[config.mk]
export PLATFORM = sky130hd
export DESIGN_NAME = t07_wire_cut_judge
export DESIGN_NICKNAME = d
export VERILOG_FILES = /design/src/rtl/t07_wire_cut_judge.sv
export SDC_FILE = /design/constraint.sdc
export NUM_CORES = 1
export LEC_CHECK = 0
export CELL_PAD_IN_SITES_DETAIL_PLACEMENT = 0
export CELL_PAD_IN_SITES_GLOBAL_PLACEMENT = 1
export CORE_MARGIN = 4
export CORE_UTILIZATION = 40
export CTS_CLUSTER_SIZE = 12
export DETAILED_ROUTE_END_ITERATION = 6
export PLACE_DENSITY_LB_ADDON = 0.2
export SLEW_MARGIN = 20
export SYNTH_ARGS = -nofsm -noshare
export SYNTH_HDL_FRONTEND = slang
export SYNTH_SLANG_ARGS = --single-unit
[constraint.sdc]
create_clock -name clk -period 2.75 [get_ports clk]
set_input_delay 0.6875 -clock clk [delete_from_list [all_inputs] [get_ports clk]]
set_output_delay 0.6875 -clock clk [all_outputs]
set_load 0.005 [all_outputs]
[src/rtl/t07_wire_cut_judge.sv]
// Wire-game judge: builds a random 3..6 wire layout on game entry, then judges
// SELECT cuts from the wire locator, tracking cut wires, strikes and win/lose.
// Latency: layout ready 3 cycles after entry; cut results registered 1 cycle after the cut.
// Backpressure: none; strobe events outside ARMED (or not forming a legal cut) are dropped.
//
// Ports:
//   clk, nrst            clock (rising edge) and asynchronous active-low reset
//   playing_state_in     game selector, 3'b010 selects this game
//   strobe, button       one-cycle button event; only SELECT (6'b000001) acts
//   wire_pos             wire index chosen by the locator
//   wire_num             wire count of current layout (0 when idle)
//   wire_colors          3-bit colour per wire, wire i at [3i+2:3i], unused wires 0
//   cut_mask             bit i set once wire i has been cut
//   wire_cleared         level, correct wire cut
//   wire_failed          level, strike limit reached
//   strike               one-cycle pulse per wrong cut
//   strike_count         wrong cuts so far, saturating at MAX_STRIKES

module t07_wire_cut_judge #(
  parameter logic [15:0] SEED        = 16'hACE1,
  parameter logic [1:0]  MAX_STRIKES = 2'd3
) (
  input  logic        clk,
  input  logic        nrst,
  input  logic [2:0]  playing_state_in,
  input  logic        strobe,
  input  logic [5:0]  button,
  input  logic [2:0]  wire_pos,
  output logic [2:0]  wire_num,
  output logic [17:0] wire_colors,
  output logic [5:0]  cut_mask,
  output logic        wire_cleared,
  output logic        wire_failed,
  output logic        strike,
  output logic [1:0]  strike_count
);

  localparam logic [2:0]  GAME_WIRE = 3'b010;
  localparam logic [5:0]  BTN_SEL   = 6'b000001;
  localparam logic [15:0] LFSR_TAPS = 16'hB400;

  typedef enum logic [2:0] {
    IDLE, GEN_NUM, GEN_COL, ARMED, CLEARED, FAILED
  } state_t;

  state_t      state_q, state_d;
  logic [15:0] lfsr_q, lfsr_d;
  logic [2:0]  wire_num_q, wire_num_d;
  logic [17:0] wire_colors_q, wire_colors_d;
  logic [5:0]  cut_mask_q, cut_mask_d;
  logic        wire_cleared_q, wire_cleared_d;
  logic        wire_failed_q, wire_failed_d;
  logic        strike_q, strike_d;
  logic [1:0]  strike_count_q, strike_count_d;
  logic [2:0]  target_q, target_d;

  logic [17:0] raw_col;
  logic [17:0] masked_col;
  logic [2:0]  red_tgt;
  logic [7:0]  mask_ext;
  logic        cut_evt;

  // Widened copy so an out-of-range wire_pos (6, 7) indexes a zero bit.
  assign mask_ext = {2'b00, cut_mask_q};
  assign cut_evt  = strobe && (button == BTN_SEL) && (wire_pos < wire_num_q)
                    && !mask_ext[wire_pos];

  // Layout colours and the winning wire, derived from the current LFSR value.
  // The loop overwrites upwards so the highest red index wins.
  always_comb begin
    raw_col    = {lfsr_q[1:0], lfsr_q};
    masked_col = '0;
    red_tgt    = wire_num_q - 3'd1;
    for (int i = 0; i < 6; i++) begin
      if (3'(i) < wire_num_q) begin
        masked_col[3*i +: 3] = raw_col[3*i +: 3];
        if (raw_col[3*i +: 3] == 3'd1) begin
          red_tgt = 3'(i);
        end
      end
    end
  end

  always_comb begin
    state_d        = state_q;
    lfsr_d         = {1'b0, lfsr_q[15:1]} ^ (lfsr_q[0] ? LFSR_TAPS : 16'h0000);
    wire_num_d     = wire_num_q;
    wire_colors_d  = wire_colors_q;
    cut_mask_d     = cut_mask_q;
    wire_cleared_d = wire_cleared_q;
    wire_failed_d  = wire_failed_q;
    strike_d       = 1'b0;
    strike_count_d = strike_count_q;
    target_d       = target_q;

    if (state_q != IDLE && playing_state_in != GAME_WIRE) begin
      // Leaving the game wins over any simultaneous cut.
      state_d        = IDLE;
      wire_num_d     = '0;
      wire_colors_d  = '0;
      cut_mask_d     = '0;
      wire_cleared_d = 1'b0;
      wire_failed_d  = 1'b0;
      strike_count_d = '0;
      target_d       = '0;
    end else begin
      case (state_q)
        IDLE: begin
          if (playing_state_in == GAME_WIRE) begin
            state_d = GEN_NUM;
          end
        end
        GEN_NUM: begin
          wire_num_d = 3'd3 + {1'b0, lfsr_q[1:0]};
          state_d    = GEN_COL;
        end
        GEN_COL: begin
          wire_colors_d = masked_col;
          target_d      = red_tgt;
          state_d       = ARMED;
        end
        ARMED: begin
          if (cut_evt) begin
            cut_mask_d = cut_mask_q | (6'd1 << wire_pos);
            if (wire_pos == target_q) begin
              wire_cleared_d = 1'b1;
              state_d        = CLEARED;
            end else begin
              strike_d = 1'b1;
              if (strike_count_q != MAX_STRIKES) begin
                strike_count_d = strike_count_q + 2'd1;
              end
              if (strike_count_d == MAX_STRIKES) begin
                wire_failed_d = 1'b1;
                state_d       = FAILED;
              end
            end
          end
        end
        CLEARED: ;
        FAILED:  ;
        default: state_d = IDLE;
      endcase
    end
  end

  always_ff @(posedge clk or negedge nrst) begin
    if (!nrst) begin
      state_q        <= IDLE;
      lfsr_q         <= SEED;
      wire_num_q     <= '0;
      wire_colors_q  <= '0;
      cut_mask_q     <= '0;
      wire_cleared_q <= 1'b0;
      wire_failed_q  <= 1'b0;
      strike_q       <= 1'b0;
      strike_count_q <= '0;
      target_q       <= '0;
    end else begin
      state_q        <= state_d;
      lfsr_q         <= lfsr_d;
      wire_num_q     <= wire_num_d;
      wire_colors_q  <= wire_colors_d;
      cut_mask_q     <= cut_mask_d;
      wire_cleared_q <= wire_cleared_d;
      wire_failed_q  <= wire_failed_d;
      strike_q       <= strike_d;
      strike_count_q <= strike_count_d;
      target_q       <= target_d;
    end
  end

  assign wire_num     = wire_num_q;
  assign wire_colors  = wire_colors_q;
  assign cut_mask     = cut_mask_q;
  assign wire_cleared = wire_cleared_q;
  assign wire_failed  = wire_failed_q;
  assign strike       = strike_q;
  assign strike_count = strike_count_q;

endmodule

Yosys cells after proc, flatten, opt, wreduce, memory -nomap -nowiden

Index checks and enable logic that the tools add are counted.

Bits of input ports: 15
Output and inout port bits: 32
Register bits: 54

Reductions and logical operators: 19
Add/sub/neg operators: 3
Muxes and demuxes: 58
Shifts and indexed selects: 1
Magnitude comparators: 8
Bitwise operators: 2
Equal/unequal tests: 22

Operators with widths:

| kind                                                        | count |
|---|---|
| two-way mux 3 bit                                           | 27 |
| two-way mux 18 bit                                          | 2 |
| == test 3 x 1 -> 1 bit (second input constant)              | 7 |
| two-way mux 2 bit                                           | 9 |
| two-way mux 6 bit                                           | 3 |
| two-way mux 16 bit                                          | 1 |
| XOR 15 x 16 -> 16 bit                                       | 1 |
| one-hot mux 3 bit (5 select lines)                          | 1 |
| two-way mux 1 bit                                           | 14 |
| nonzero test 2 bit                                          | 6 |
| == test 3 x 2 -> 1 bit (second input constant)              | 3 |
| AND reduction 4 bit                                         | 2 |
| == test 3 bit (second input constant)                       | 2 |
| == test 6 x 1 -> 1 bit (second input constant)              | 1 |
| less-than comparator 1 x 3 -> 1 bit (first input constant)  | 2 |
| less-than comparator 2 x 3 -> 1 bit (first input constant)  | 2 |
| less-than comparator 3 bit (first input constant)           | 2 |
| != test 3 bit (second input constant)                       | 2 |
| OR 6 bit                                                    | 1 |
| AND reduction 3 bit                                         | 2 |
| << shifter 1 x 3 -> 6 bit (first input constant)            | 1 |
| logical AND 1 bit                                           | 4 |
| less-than comparator 3 x 4 -> 1 bit (second input constant) | 1 |
| != test 2 bit (second input constant)                       | 2 |
| other kinds (15)                                            | 15 |

Logic depth before layout (Yosys ltp)

Gate-level depths: netlist of the first run.

Depth in word-level cells: 15
Gate-level depth with buffers: 9
Gate-level depth less buffers: 7

Worst setup path after synthesis of the first run

No wires, ideal clock.

Path type: input-to-reg
From: input wire_pos[2]
To: register strike_count_q[0] (netlist: strike_count[0])
Stages: 7
Arrival: 2.010 ns
Setup slack: 0.660 ns
Cells stage by stage: ha_1 -> nor4b_1 -> o311ai_1 -> a2111oi_4 -> buf_6 -> a21oi_2 -> nor3_2

Cells in the longest elaborated chain, start to end: 6
Elaborated cells on any way between the ends: 10

Ends and longest elaborated chain:

| item                                    | line | source |
|---|---|---|
| from (decl)                             | 28   | `input logic [2:0] wire_pos,` |
| binary-select mux 1 bit (select 3 bit)  | 66   | `&& !mask_ext[wire_pos];` |
| two-way mux 1 bit (implied by the code) | 66   |  |
| zero test 1 bit                         | 66   |  |
| logical AND 1 bit                       | 66   |  |
| nonzero test 2 bit (no line)            | -    |  |
| AND reduction 3 bit (no line) (*)       | -    |  |
| to (signal assigned)                    | 168  | `strike_count_q <= strike_count_d;` |
| to (decl)                               | 54   | `logic [1:0] strike_count_q, strike_count_d;` |

Every way passes the cells marked *; elsewhere a longest branch is shown, timed or not. The select of a mux whose other input is x is not followed.
A chain may end at the register's enable or synchronous reset.

Final worst setup path of the first run

From: input wire_pos[2]
To: register cut_mask_q[5] (netlist: cut_mask[5])

Cells in the longest elaborated chain, start to end: 6
Elaborated cells on any way between the ends: 13

Ends and longest elaborated chain:

| item                                    | line | source |
|---|---|---|
| binary-select mux 1 bit (select 3 bit)  | 66   |  |
| two-way mux 1 bit (implied by the code) | 66   |  |
| zero test 1 bit                         | 66   |  |
| logical AND 1 bit                       | 66   |  |
| nonzero test 2 bit (no line)            | -    |  |
| AND reduction 2 bit (no line)           | -    |  |
| to (signal assigned)                    | 164  | `cut_mask_q <= cut_mask_d;` |
| to (decl)                               | 50   | `logic [5:0] cut_mask_q, cut_mask_d;` |

Parallel ways exist; a longest one is shown, timed or not. The select of a mux whose other input is x is not followed.

==> results of run 1 <==
-- routing by layer --
| layer | vias to the layer above | part of all wire, % |
|---|---|---|
| met3 | 6 | 5.1 |
| met5 | - | 0 |
| met1 | 879 | 50 |
| li1 | 867 | - |
| met4 | 0 | 1.3 |
| met2 | 49 | 44 |
-- worst max-delay path, cell delays in order --
cell and delay (ns):
clkdlybuf4s50_1 0.44, ha_1 0.22, nor4b_1 0.27, o311ai_1 0.26
a2111oi_4 0.39, buf_4 0.21, a41oi_1 0.12, nor2_1 0.11
-- cell usage in the layout (no fill, tap or decap), types with 2 or more instances in the layout --
cell type	count
a21o_1	2
a21oi_1	8
a22o_1	16
a31oi_1	4
a32o_1	3
a41oi_1	2
buf_4	9
clkbuf_8	6
clkdlybuf4s50_1	45
dfrtp_1	46
dfstp_2	8
ha_1	6
inv_1	9
mux2i_1	5
nand2_1	11
nand2b_1	3
nand3_1	4
nor2_1	28
nor3_1	4
nor4_1	2
nor4b_1	4
o21ai_0	9
xnor2_1	3
xor2_1	4
-- registers in the layout (all words and copies together), names as in the netlist --
signal / cells
strike_count: 2
wire_failed: 1
target_q: 3
wire_cleared: 1
strike: 1
lfsr_q: 16
cut_mask: 6
state_q: 3
wire_colors: 18
wire_num: 3
-- worst min-delay path by stage --
stage                         start         to
after global placement    lfsr_q[6]  lfsr_q[5]
after detailed placement  lfsr_q[6]  lfsr_q[5]
after global routing      lfsr_q[6]  lfsr_q[5]
after CTS                 lfsr_q[6]  lfsr_q[5]
after floorplan           lfsr_q[6]  lfsr_q[5]
final                     lfsr_q[6]  lfsr_q[5]
-- Yosys cell counts, types with 2 or more instances --
master / n
o21ai_0: 10
buf_6: 2
a22o_1: 16
inv_1: 9
nand2_1: 11
nor3_1: 4
nand3_1: 4
nor2_1: 28
xnor2_1: 3
a41oi_1: 2
a21oi_1: 8
dfstp_2: 8
nor4_1: 2
nor4b_1: 4
xor2_1: 4
dfrtp_1: 46
clkbuf_1: 7
buf_2: 2
a21o_1: 2
a32o_1: 3
ha_1: 6
mux2i_1: 5
a31oi_1: 4
nand2b_1: 3
-- power by group --
part / internal (mW) / switching, mW / leakage [nW] / total, mW
Sequential: 0.799 / 0.0120 / 0.724 / 0.811
Clock: 0.208 / 0.265 / 0.0478 / 0.472
Combinational: 0.0524 / 0.0657 / 0.549 / 0.118
-- kinds of logic (layout without fill, tap and decap cells) --
| logic type | after synthesis | in the layout |
|---|---|---|
| XOR/XNOR | 7 | 7 |
| AND/OR/NAND/NOR | 66 | 66 |
| AO/OA/AOI/OAI | 54 | 54 |
| adder cells (fa/ha/maj) | 6 | 6 |
| flip-flops | 54 | 54 |
| multiplexers | 5 | 5 |
| buffers and inverters | 20 | 72 |
-- stage by stage --
step           setup slack, ns  util [%]  std cells  TNS [ns]
2_1_floorplan           0.6597         -        212         0
3_3_place_gp           0.08605     52.23        328         0
3_5_place_dp          -0.08220     52.23        328   -0.3120
4_1_cts                 0.2594     53.98        336         0
5_1_grt                0.06981     53.98        336         0
6_report                0.2848     53.98        336         0
-- cell type report --
class                      count  area, um^2  share of cell area [%]
clock buffer                   6       82.58                   2.712
clock inverter                 2       16.27                  0.5341
inverter                       9       33.78                   1.109
multi-input combinational    138       938.4                   30.81
sequential                    54        1361                   44.70
tap                           72       90.09                   2.958
timing repair buffer          55       523.0                   17.17
==> results.py, run 1 <==
metrics = {
    "outcome": {
        "status": "finished clean",
    },
    "global_routing": {
        "use_met1_pct": 22.50,
        "track_usage_pct": 14.86,
        "grt_max_degree": 55,
        "grt_util_met3_pct": 3.786,
        "use_met2_pct": 20.62,
        "antenna_found_initial": 0,
        "grt_pass1_vias": 1685,
        "grt_pass1_wl_um": 8625,
        "top_usage_layer": "met1",
        "overflow": 0,
    },
    "yosys": {
        "synthAdderAreaFrac_pct": 3.138,
        "synth_cell_types": 43,
        "synth-main-ff-cell": "dfrtp_1",
        "ys_ff_latch": 54,
        "syn-num-nets": 233,
        "ys_seq_area_share_pct": 56.90,
        "synth_compound_area_share_pct": 17.31,
        "synth_top_area_share_pct": 48.12,
        "yosys-top-cells-area": "dfrtp_1 (48%), dfstp_2 (8.8%), a22o_1 (5.9%), nor2_1 (4.4%), ha_1 (3.1%)",
        "synth_top_family_by_area": "compound AO/OA/AOI/OAI gates",
        "synthMuxAreaShare_pct": 2.092,
        "yosys.area_share.simple_pct": 14.12,
        "synthArstFlopShare_pct": 100.0,
        "synth.cell_area_um2": 2392,
        "syn_inst": 212,
        "yosysTopAreaCell": "dfrtp_1",
        "syn_area_per_cell_um2": 11.28,
        "synthXorXnorAreaFrac_pct": 2.563,
        "synth_warnings": 0,
        "synth_edf_count": 0,
    },
    "sta": {
        "holdWs_ns": 0.3824,
        "final_max_slew_viol_count": 0,
        "min_period_ns": 2.465,
        "relSlewSlack_pct": 55.83,
        "fmax_mhz": 405.6,
        "worst_slew_pin_slew_ns": 0.6626,
        "finalSetupViolCount": 0,
        "rsz0062_at_grt": "false",
        "finalHoldViolations": 0,
        "final.period_utilization_pct": 89.65,
        "finalClockSkew_ns": 0.004947,
    },
    "power_and_ir_drop": {
        "peakVddDrop_uv": 226.8,
        "report.power.total_mw": 1.401,
        "power_density_nw_per_um2": 460.0,
        "p_leak_nw": 1.321,
    },
    "clocking": {
        "cts_resized": 0,
        "clock_latency_ns": 0.31,
        "htreeDepth": 2,
        "clockBufferDepth": 2,
        "cts_setup_buffers": 0,
        "clk_pin_slew_ns": 0.10,
        "ctsHoldBuffers": 0,
        "cts_sinks": 54,
        "cts_tree": "built",
        "cts_root_buf": "clkbuf_8",
        "numCtsBuffers": 5,
    },
    "drt": {
        "drc_errors": 0,
        "drt_pass1_iterations": 5,
        "drtAntennaViolNets": 0,
        "vias": 1801,
        "drtIter0Drc": 101,
        "drt-total-wl_um": 5123,
        "detail_route.wl_per_cell_um": 15.25,
        "via_per_inst": 5.360,
    },
    "place": {
        "placed_area_um2": 2947,
        "dp_hpwl_um": 3698,
        "portBuffers": 46,
        "place_congestion": 0.8167,
    },
    "cells_and_area": {
        "antenna_cells": 0,
        "postLayoutCellArea_um2": 3045,
        "nNetsFinal": 284,
        "final_layout_size_suffix_gt1_share_pct": 11.74,
        "fillers": 502,
        "syn2layout_area_growth_pct": 27.30,
    },
    "worst_setup_path": {
        "r2r-end": "cut_mask[5]",
        "startpoint_type": "input pin",
        "reg2reg_slack_ns": 0.60,
        "criticalPathCategory": "in -> reg",
        "path_max_fanout": 6,
        "rr_worst_depth": 7,
        "worstPathArrival_ns": 2.71,
        "cp-endpoint": "cut_mask[5]",
        "end_kind": "register",
        "crit_required_ns": 3.00,
        "timing.rr.start": "wire_num[1]",
        "startpoint": "wire_pos[2]",
    },
    "hold_path": {
        "hold_class": "reg -> reg",
        "min_delay_path_depth": 0,
    },
    "floorplanning": {
        "die_h_um": 85.34,
        "rows": 27,
        "dieArea_um2": 7282,
        "start_util_pct": 42.40,
        "die-width_um": 85.34,
        "ios": 47,
        "core_area_um2": 5642,
    },
    "flow_run": {
        "cap_violations": 0,
    },
}
No activity file was read; power rests on OpenSTA's default activity.
==> run 2: changes to the inputs <==
--- a/config.mk
+++ b/config.mk
@@ -5,12 +5,12 @@
 export SDC_FILE = /design/constraint.sdc
 export NUM_CORES = 1
 export LEC_CHECK = 0
-export CELL_PAD_IN_SITES_DETAIL_PLACEMENT = 0
+export CELL_PAD_IN_SITES_DETAIL_PLACEMENT = 1
 export CELL_PAD_IN_SITES_GLOBAL_PLACEMENT = 1
-export CORE_MARGIN = 4
 export CORE_UTILIZATION = 40
 export CTS_CLUSTER_SIZE = 12
 export DETAILED_ROUTE_END_ITERATION = 6
+export GPL_TIMING_DRIVEN = 1
 export PLACE_DENSITY_LB_ADDON = 0.2
 export SLEW_MARGIN = 20
 export SYNTH_ARGS = -nofsm -noshare
==> results.py, run 2 (synthesis gave the netlist of run 1 again) <==
metrics = {
    "clocking": {
        "htreeDepth": 2,
        "clockBufferDepth": 2,
        "cts_resized": 0,
        "clk_pin_slew_ns": 0.10,
        "ctsHoldBuffers": 0,
        "clock_latency_ns": 0.32,
        "cts_setup_buffers": 0,
        "cts_sinks": 54,
        "cts_tree": "built",
        "cts_root_buf": "clkbuf_8",
        "numCtsBuffers": 5,
    },
    "power_and_ir_drop": {
        "p_leak_nw": 1.326,
        "report.power.total_mw": 1.391,
        "comb_power_share_pct": 8.9,
        "clock_power_share_pct": 32.8,
        "peakVddDrop_uv": 236.0,
        "switching_share_pct": 25.76,
        "switching_power_mw": 0.3584,
        "power_density_nw_per_um2": 455.1,
        "seqPwrFrac_pct": 58.3,
        "intPower_mw": 1.033,
    },
    "cells_and_area": {
        "syn2layout_area_growth_pct": 27.77,
        "fillers": 599,
        "fin_cells": 337,
        "largest_reg_flops": 18,
        "postLayoutCellArea_um2": 3057,
        "mostFrequentLayoutCells": "dfrtp_1 (46), clkdlybuf4s50_1 (45), nor2_1 (28)",
        "nNetsFinal": 285,
        "post-route-util_pct": 54.18,
        "mostFrequentLayoutCell": "dfrtp_1",
        "final_layout_size_suffix_gt1_share_pct": 12.08,
        "antenna_cells": 0,
    },
    "sta": {
        "setup_slack_ns": 0.3382,
        "finalClockSkew_ns": 0.008990,
        "min_period_ns": 2.412,
        "finalSetupTns_ns": 0,
        "worst_slew_pin_slew_ns": 0.6018,
        "final.period_utilization_pct": 87.70,
        "rsz0062_at_grt": "false",
        "fmax_mhz": 414.6,
        "finalHoldViolations": 0,
        "relSlewSlack_pct": 59.25,
        "final_max_slew_viol_count": 0,
        "holdWs_ns": 0.3583,
        "finalSetupViolCount": 0,
    },
    "global_routing": {
        "grt_pass1_vias": 1909,
        "track_usage_pct": 19.75,
        "grt_max_degree": 31,
        "antenna_found_initial": 0,
        "overflow": 0,
        "grt_pass1_wl_um": 9473,
    },
    "place": {
        "pre_cts_slack_ns": -0.04782,
        "dp_hpwl_um": 4105,
        "placed_area_um2": 2967,
        "portBuffers": 46,
        "place_congestion": 0.7692,
        "dp.cells": 329,
    },
    "drt": {
        "drc_errors": 0,
        "wl_met1_um": 2667,
        "detail_route.wl_per_cell_um": 16.54,
        "drt-total-wl_um": 5575,
        "drtAntennaViolNets": 0,
        "wl_met3_um": 235,
        "route.met2.wl_um": 2605,
        "drt_pass1_iterations": 4,
        "vias": 1856,
        "drtIter0Drc": 70,
        "dr.max_layer_used": "met4",
        "via_per_inst": 5.507,
    },
    "worst_setup_path": {
        "criticalPathCategory": "in -> reg",
        "cp_slowest_cell": "clkdlybuf4s50_1",
        "crit_path_cell_trace": "clkdlybuf4s50_1, ha_1, nor4b_1, o311ai_1, a2111oi_4, buf_4, a41oi_1, nor2_1",
        "worstPathArrival_ns": 2.67,
        "startpoint": "wire_pos[2]",
        "cp-endpoint": "cut_mask[3]",
        "path_depth": 8,
        "path_max_fanout": 6,
        "startpoint_type": "input pin",
        "crit_family": "compound AO/OA/AOI/OAI gates",
        "r2r-end": "cut_mask[3]",
        "cpPeakStageDelay_ns": 0.44,
        "rr_worst_depth": 7,
        "end_kind": "register",
        "timing.rr.start": "wire_num[1]",
        "critical_path_buf_inv_count": 2,
        "reg2reg_slack_ns": 0.57,
        "crit_required_ns": 3.00,
    },
    "floorplanning": {
        "rows": 27,
        "core_area_um2": 5642,
        "dieArea_um2": 6294,
        "start_util_pct": 42.40,
        "die-width_um": 79.34,
        "ios": 47,
        "die_h_um": 79.34,
    },
    "hold_path": {
        "hold_class": "in -> async",
    },
    "outcome": {
        "status": "finished clean",
    },
    "flow_run": {
        "cap_violations": 0,
    },
}
run 2: changes by cell type in the layout (fill, tap and decap cells not counted):
cell,before,now
buf_12,0,1
clkbuf_8,6,5
clkinv_2,0,1
clkinv_4,0,1
inv_6,1,0
run 2: cell type report:
cell class | instances | area, um^2 | area share, %
well taps | 72 | 90.09 | 2.947
repair buffers | 56 | 543.0 | 17.77
multi-input cells | 138 | 938.4 | 30.70
clock inverters | 3 | 21.27 | 0.6959
flip-flops and latches | 54 | 1361 | 44.54
clock buffers | 5 | 68.82 | 2.251
inverters | 9 | 33.78 | 1.105
run 2: per-layer routing:
metal | track usage [%] | vias up
met5 | 0 | -
met4 | 6.000 | 0
met3 | 4.253 | 6
met2 | 30.34 | 38
met1 | 27.83 | 941
li1 | - | 871
run 2: worst min-delay path by stage:
stage / slack (ns) / cells after the start / endpoint / from
4_1_cts: 0.38 / 1 / cut_mask[1] / nrst
3_3_place_gp: 0.36 / 0 / lfsr_q[5] / lfsr_q[6]
5_1_grt: 0.39 / 0 / lfsr_q[6] / lfsr_q[7]
6_report: 0.36 / 1 / cut_mask[5] / nrst
2_1_floorplan: 0.36 / 0 / lfsr_q[5] / lfsr_q[6]
3_5_place_dp: 0.37 / 0 / lfsr_q[5] / lfsr_q[6]
run 2: power groups by stage:
stage | Sequential [mW] | Combinational (mW) | Clock, mW
after floorplan | 0.819 | 0.0649 | 0
after global placement | 0.826 | 0.121 | 0
after detailed placement | 0.826 | 0.125 | 0
after CTS | 0.811 | 0.126 | 0.465
after global routing | 0.813 | 0.139 | 0.497
final | 0.812 | 0.123 | 0.456
